<file path="config.mk">
export PLATFORM = sky130hd
export DESIGN_NAME = logic_gate_pipe
export DESIGN_NICKNAME = d
export VERILOG_FILES = /design/src/rtl/logic_gate_pkg.sv /design/src/rtl/logic_gate_pipe_gate_eval.sv /design/src/rtl/logic_gate_pipe.sv
export SDC_FILE = /design/constraint.sdc
export NUM_CORES = 1
export LEC_CHECK = 0
export BUFFER_PORTS_ARGS = -buffer_cell sky130_fd_sc_hd__buf_4
export CORE_ASPECT_RATIO = 1.75
export CORE_MARGIN = 2
export CORE_UTILIZATION = 40
export CTS_CLUSTER_DIAMETER = 100
export CTS_CLUSTER_SIZE = 12
export DETAILED_ROUTE_END_ITERATION = 10
export HOLD_SLACK_MARGIN = 0.06
export PLACE_DENSITY_LB_ADDON = 0.3
export SYNTH_ARGS = -nofsm -noshare
export SYNTH_HDL_FRONTEND = slang
export SYNTH_SLANG_ARGS = --single-unit
</file>
<file path="constraint.sdc">
create_clock -name clk -period 2.9 [get_ports clk]
set_input_delay 0.435 -clock clk [delete_from_list [all_inputs] [get_ports clk]]
set_output_delay 0.435 -clock clk [all_outputs]
set_load 0.01 [all_outputs]
</file>
<file path="src/rtl/logic_gate_pkg.sv">
// Shared op codes, sweep FSM state encoding and sweep sizing for the
// logic gate pipeline.
package logic_gate_pkg;

   localparam logic [2:0] OP_NOT  = 3'd0;
   localparam logic [2:0] OP_AND  = 3'd1;
   localparam logic [2:0] OP_OR   = 3'd2;
   localparam logic [2:0] OP_NAND = 3'd3;
   localparam logic [2:0] OP_NOR  = 3'd4;
   localparam logic [2:0] OP_XOR  = 3'd5;
   localparam logic [2:0] OP_XNOR = 3'd6;
   localparam logic [2:0] OP_ILL  = 3'd7;

   localparam logic [1:0] ST_IDLE  = 2'd0;
   localparam logic [1:0] ST_GEN   = 2'd1;
   localparam logic [1:0] ST_DRAIN = 2'd2;

   // Seven legal ops times four corner patterns; index = op*4 + pattern.
   localparam int SWEEP_LEN   = 28;
   localparam int SWEEP_CNT_W = $clog2(SWEEP_LEN);

endpackage

</file>
<file path="src/rtl/logic_gate_pipe_gate_eval.sv">
// Combinational evaluation of one bitwise gate op; illegal codes give zero
// with op_err raised.
module gate_eval
   import logic_gate_pkg::*;
#(
   parameter int WIDTH = 8
) (
   input  logic [WIDTH-1:0] a,
   input  logic [WIDTH-1:0] b,
   input  logic [2:0]       op,
   output logic [WIDTH-1:0] y,
   output logic             op_err
);

   always_comb begin
      y      = '0;
      op_err = 1'b0;
      case (op)
         OP_NOT:  y = ~a;
         OP_AND:  y = a & b;
         OP_OR:   y = a | b;
         OP_NAND: y = ~(a & b);
         OP_NOR:  y = ~(a | b);
         OP_XOR:  y = a ^ b;
         OP_XNOR: y = ~(a ^ b);
         default: op_err = 1'b1;
      endcase
   end

endmodule

</file>
<file path="src/rtl/logic_gate_pipe.sv">
// Two-stage bitwise logic-gate pipeline with valid/ready handshake and a
// built-in exhaustive sweep generator that injects through the front stage.
module logic_gate_pipe
   import logic_gate_pkg::*;
#(
   parameter int WIDTH    = 8,
   parameter int SWEEP_EN = 1
) (
   input  logic             clk,
   input  logic             rst,
   input  logic             in_valid,
   output logic             in_ready,
   input  logic [WIDTH-1:0] a,
   input  logic [WIDTH-1:0] b,
   input  logic [2:0]       op,
   output logic             out_valid,
   input  logic             out_ready,
   output logic [WIDTH-1:0] y,
   output logic [2:0]       op_out,
   output logic             red_and,
   output logic             red_or,
   output logic             red_xor,
   output logic             op_err,
   input  logic             sweep_start,
   output logic             sweep_busy,
   output logic             sweep_done
);

   logic [1:0]             state;
   logic [SWEEP_CNT_W-1:0] sweep_idx;
   logic                   adv_p1;
   logic                   adv_p2;
   logic                   src_vld;
   logic [WIDTH-1:0]       src_a;
   logic [WIDTH-1:0]       src_b;
   logic [2:0]             src_op;
   logic                   vld_p1;
   logic [WIDTH-1:0]       a_p1;
   logic [WIDTH-1:0]       b_p1;
   logic [2:0]             op_p1;
   logic [WIDTH-1:0]       eval_y;
   logic                   eval_err;
   logic                   vld_p2;
   logic [WIDTH-1:0]       y_p2;
   logic [2:0]             op_p2;
   logic                   red_and_p2;
   logic                   red_or_p2;
   logic                   red_xor_p2;
   logic                   err_p2;
   logic                   done_r;

   assign sweep_busy = (state != ST_IDLE);
   assign adv_p2     = !vld_p2 || out_ready;
   assign adv_p1     = !vld_p1 || adv_p2;
   assign in_ready   = adv_p1 && !sweep_busy && !rst;

   // The sweep generator takes over the front stage while in GEN; external
   // offers are simply not accepted while the sweep is busy.
   always_comb begin
      src_vld = in_valid && !sweep_busy;
      src_a   = a;
      src_b   = b;
      src_op  = op;
      if (state == ST_GEN) begin
         src_vld = 1'b1;
         src_op  = sweep_idx[SWEEP_CNT_W-1:2];
         src_a   = {WIDTH{sweep_idx[1]}};
         src_b   = {WIDTH{sweep_idx[0]}};
      end
   end

   // ---- stage 1: capture operands and op ----
   always_ff @(posedge clk or posedge rst) begin
      if (rst) begin
         vld_p1 <= 1'b0;
      end else if (adv_p1) begin
         vld_p1 <= src_vld;
      end
   end

   always_ff @(posedge clk) begin
      if (adv_p1 && src_vld) begin
         a_p1  <= src_a;
         b_p1  <= src_b;
         op_p1 <= src_op;
      end
   end

   gate_eval #(.WIDTH(WIDTH)) u_gate_eval (
      .a      (a_p1),
      .b      (b_p1),
      .op     (op_p1),
      .y      (eval_y),
      .op_err (eval_err)
   );

   // ---- stage 2: result, op tag and reduction flags ----
   always_ff @(posedge clk or posedge rst) begin
      if (rst) begin
         vld_p2     <= 1'b0;
         y_p2       <= '0;
         op_p2      <= 3'd0;
         red_and_p2 <= 1'b0;
         red_or_p2  <= 1'b0;
         red_xor_p2 <= 1'b0;
         err_p2     <= 1'b0;
      end else if (adv_p2) begin
         vld_p2 <= vld_p1;
         if (vld_p1) begin
            y_p2       <= eval_y;
            op_p2      <= op_p1;
            red_and_p2 <= &eval_y;
            red_or_p2  <= |eval_y;
            red_xor_p2 <= ^eval_y;
            err_p2     <= eval_err;
         end
      end
   end

   assign out_valid  = vld_p2;
   assign y          = y_p2;
   assign op_out     = op_p2;
   assign red_and    = red_and_p2;
   assign red_or     = red_or_p2;
   assign red_xor    = red_xor_p2;
   assign op_err     = err_p2;
   assign sweep_done = done_r;

   // Sweep FSM: the index advances only when the front stage takes the
   // injected pattern, so backpressure stalls generation.
   always_ff @(posedge clk or posedge rst) begin
      if (rst) begin
         state     <= ST_IDLE;
         sweep_idx <= '0;
         done_r    <= 1'b0;
      end else begin
         done_r <= 1'b0;
         case (state)
            ST_IDLE: begin
               if (SWEEP_EN != 0 && sweep_start) begin
                  state     <= ST_GEN;
                  sweep_idx <= '0;
               end
            end
            ST_GEN: begin
               if (adv_p1) begin
                  if (sweep_idx == SWEEP_CNT_W'(SWEEP_LEN - 1)) begin
                     state     <= ST_DRAIN;
                     sweep_idx <= '0;
                  end else begin
                     sweep_idx <= sweep_idx + SWEEP_CNT_W'(1);
                  end
               end
            end
            ST_DRAIN: begin
               if (!vld_p1 && !vld_p2) begin
                  state  <= ST_IDLE;
                  done_r <= 1'b1;
               end
            end
            default: state <= ST_IDLE;
         endcase
      end
   end

endmodule

</file>
==> impl_metrics.env <==
export IMPL_layout_drive_gt1_share_pct=20.8
export IMPL_crit_required_ps=3040
export IMPL_fin_util_pct=49.5
export IMPL_drc=0
export IMPL_max_vdd_ir_drop_mv=0.516
export IMPL_netlist_area_leader_share_pct=22.8
export IMPL_place_ws_ps=446
export IMPL_antenna_found_initial=0
export IMPL_synth_area_sq_um=2740
export IMPL_placed_cells=401
export IMPL_num_vias=2076
export IMPL_n_antenna_cell=0
export IMPL_post_route_period_util_pct=85.0
export IMPL_initial_utilization_pct=41.6
export IMPL_synth_async_sr_flop_share_pct=56.8
export IMPL_critPathMaxFanout=26
export IMPL_status="completed"
export IMPL_htreeDepth=2
export IMPL_cts_resized=0
export IMPL_relSlewSlack_pct=35.7
export IMPL_syn_num_nets=338
export IMPL_syn_area_per_cell_sq_um=9.49
export IMPL_leakage_nw=1.60
export IMPL_viasPerCell=5.08
export IMPL_rsz0062_at_grt="false"
export IMPL_setup_viol=0
export IMPL_synth_edf_count=19
export IMPL_fp_coreArea_sq_um=6590
export IMPL_synth_ff_type="dfrtp_1"
export IMPL_row_count=39
export IMPL_synth_distinct_cells=39
export IMPL_start_kind="flop"
export IMPL_grt_start_max_net_pins=27
export IMPL_grt_pass1_wl_um=8880
export IMPL_wire_per_inst_um=12.5
export IMPL_die_area_sq_um=7560
export IMPL_power_mw=4.26
export IMPL_period_minus_slack_ps=2470
export IMPL_cp_cell_sequence="buf_4, mux2i_1, a2bb2oi_1, o221a_2, ha_1, xnor2_1, xnor2_1, o21ai_0"
export IMPL_finalInstanceArea_sq_um=3260
export IMPL_ys_seq_elements=44
export IMPL_drt_wl_total_um=5100
export IMPL_ios=43
export IMPL_yosysWarnings=0
export IMPL_antenna_left=0
export IMPL_synth_most_common_cell="nand2_1"
export IMPL_grt_usage_pct=14.9
export IMPL_fmax_mhz=405
export IMPL_hp_class="in -> async"
export IMPL_synth_seq_area_share_pct=43.6
export IMPL_cpMaxStageDelayCell="edfxtp_1"
export IMPL_arrival_ps=2610
export IMPL_cts_hold_buf=0
export IMPL_die_w_um=66.6
export IMPL_end_kind="flop"
export IMPL_portBuffers=42
export IMPL_power_density_nw_per_um2=1310
export IMPL_path_class="reg -> reg"
export IMPL_crit_top_cell="xnor2_1"
export IMPL_area_growth_pct=18.9
export IMPL_die_h_um=114
export IMPL_grt_pass1_vias=2035
export IMPL_cts_buffer_depth=2
export IMPL_hold_violations=0
export IMPL_dp_final_hpwl_um=4110
export IMPL_cts_sinks=44
export IMPL_gp_congestion=0.805
export IMPL_synth_area_leader_cell="dfrtp_1"
export IMPL_netlist_top_cells_count="nand2_1 (61), inv_1 (28), dfrtp_1 (25), ha_1 (25), o21ai_0 (20)"
export IMPL_drt_initial_drc_count=63
export IMPL_ys_top_cells_by_area="dfrtp_1 (23%), edfxtp_1 (21%), ha_1 (11%), nand2_1 (8.4%), mux2i_1 (4.4%)"
export IMPL_fin_skew_ps=2.83
export IMPL_nets=375
export IMPL_grt_ovfl_total=0
export IMPL_tns_ps=0
export IMPL_numCtsBuffers=5
export IMPL_cpPeakStageDelay_ps=620
export IMPL_maxCapViolations=0
export IMPL_fill_cells=631
export IMPL_worstMarginPinSlew_ps=964
export IMPL_placed_cell_area_sq_um=3110
export IMPL_post_cts_buffers=0
export IMPL_clk_latency_ps=280
export IMPL_cts_root_buf="clkbuf_16"
export IMPL_first_pass_iters=4
export IMPL_hold_slack_ps=385
export IMPL_setup_slack_ps=434
export IMPL_stdcell_count=409
export IMPL_slew_viol_final=0
export IMPL_cts_reportedPaths_clkPinSlew_ps=60
export IMPL_synth_cells=289
export IMPL_cts_tree="done"
## cell usage in the layout, fill, tap and decap left out, types with 2 or more instances in the layout
cell type / count
nand2_1: 61
buf_4: 44
inv_1: 28
ha_1: 25
dfrtp_1: 25
o21ai_0: 20
edfxtp_1: 19
nor2_1: 16
mux2i_1: 12
a21oi_1: 10
mux2_2: 7
nand2b_1: 6
o221a_2: 5
clkbuf_16: 5
nand3_1: 4
o221ai_1: 4
a22oi_1: 3
xnor2_1: 3
or2_2: 2
nor2b_1: 2
a211o_1: 2
nor4bb_1: 2
a2bb2oi_1: 2
o41ai_1: 2
nor3_1: 2
## worst max-delay path, delay by kind of cell, from the launching register on
family	cells	cell delay, ps
AOI/OAI and AO/OA	3	500
muxes	1	240
DFF	1	620
adders and majority gates	1	240
buffers and inverters	1	380
xor gates and xnor gates	2	320
## report_power, final
part	leakage (nW)	internal, mW	switching, mW
combinational	1.02	1.14	1.26
clock	0.0701	0.343	0.221
sequential	0.500	1.03	0.266
total	1.60	2.51	1.75
## worst paths after layout
check | startpoint | end | slack, ps | cells after the start
max in group asynchronous | rst | y[6] | 1930 | 2
worst min register to register | y[2] | y[2] | 480 | 2
min in group clk | in_valid | vld_p1 | 390 | 3
worst max register to register | op_p1[2] | red_xor | 430 | 8
worst min-delay path | rst | state[0] | 380 | 2
worst max-delay path | op_p1[2] | red_xor | 430 | 8
## sequential cells by signal (all words and copies together), names as in the netlist, 2 cells and up
name       count
b_p1           8
op_out         3
op_p1          3
a_p1           8
y              8
state          2
sweep_idx      5
## routing by layer
layer / global-route usage, % / wire (um) / vias up
met2: 27.8 / 2840 / 46
li1: - / - / 1065
met4: 6.12 / 103 / 0
met5: 0 / 0 / -
met3: 2.37 / 193 / 9
met1: 16.1 / 1960 / 956
## cells by family (layout without fill, tap and decap cells)
kind of cell / count (synthesis) / after routing / share of synthesized area, %
xor+xnor: 3 / 3 / 0.959
buf+inv: 42 / 80 / 6.21
flops: 44 / 44 / 43.6
mux: 19 / 19 / 7.26
compound gates: 55 / 55 / 14.1
fa+ha+maj: 25 / 25 / 11.4
simple gates: 101 / 101 / 16.4
## area by class of cell
cell class              count  area [sq um]  area share (%)
clock buffers               7           143            4.38
flip-flops and latches     44          1200            36.7
multi-input cells         203          1380            42.2
repair buffers             44           330            10.1
well taps                  82           103            3.15
clock inverters             1          7.51           0.230
inverters                  28           105            3.22
Note: power is estimated with default switching activity, not from simulation.
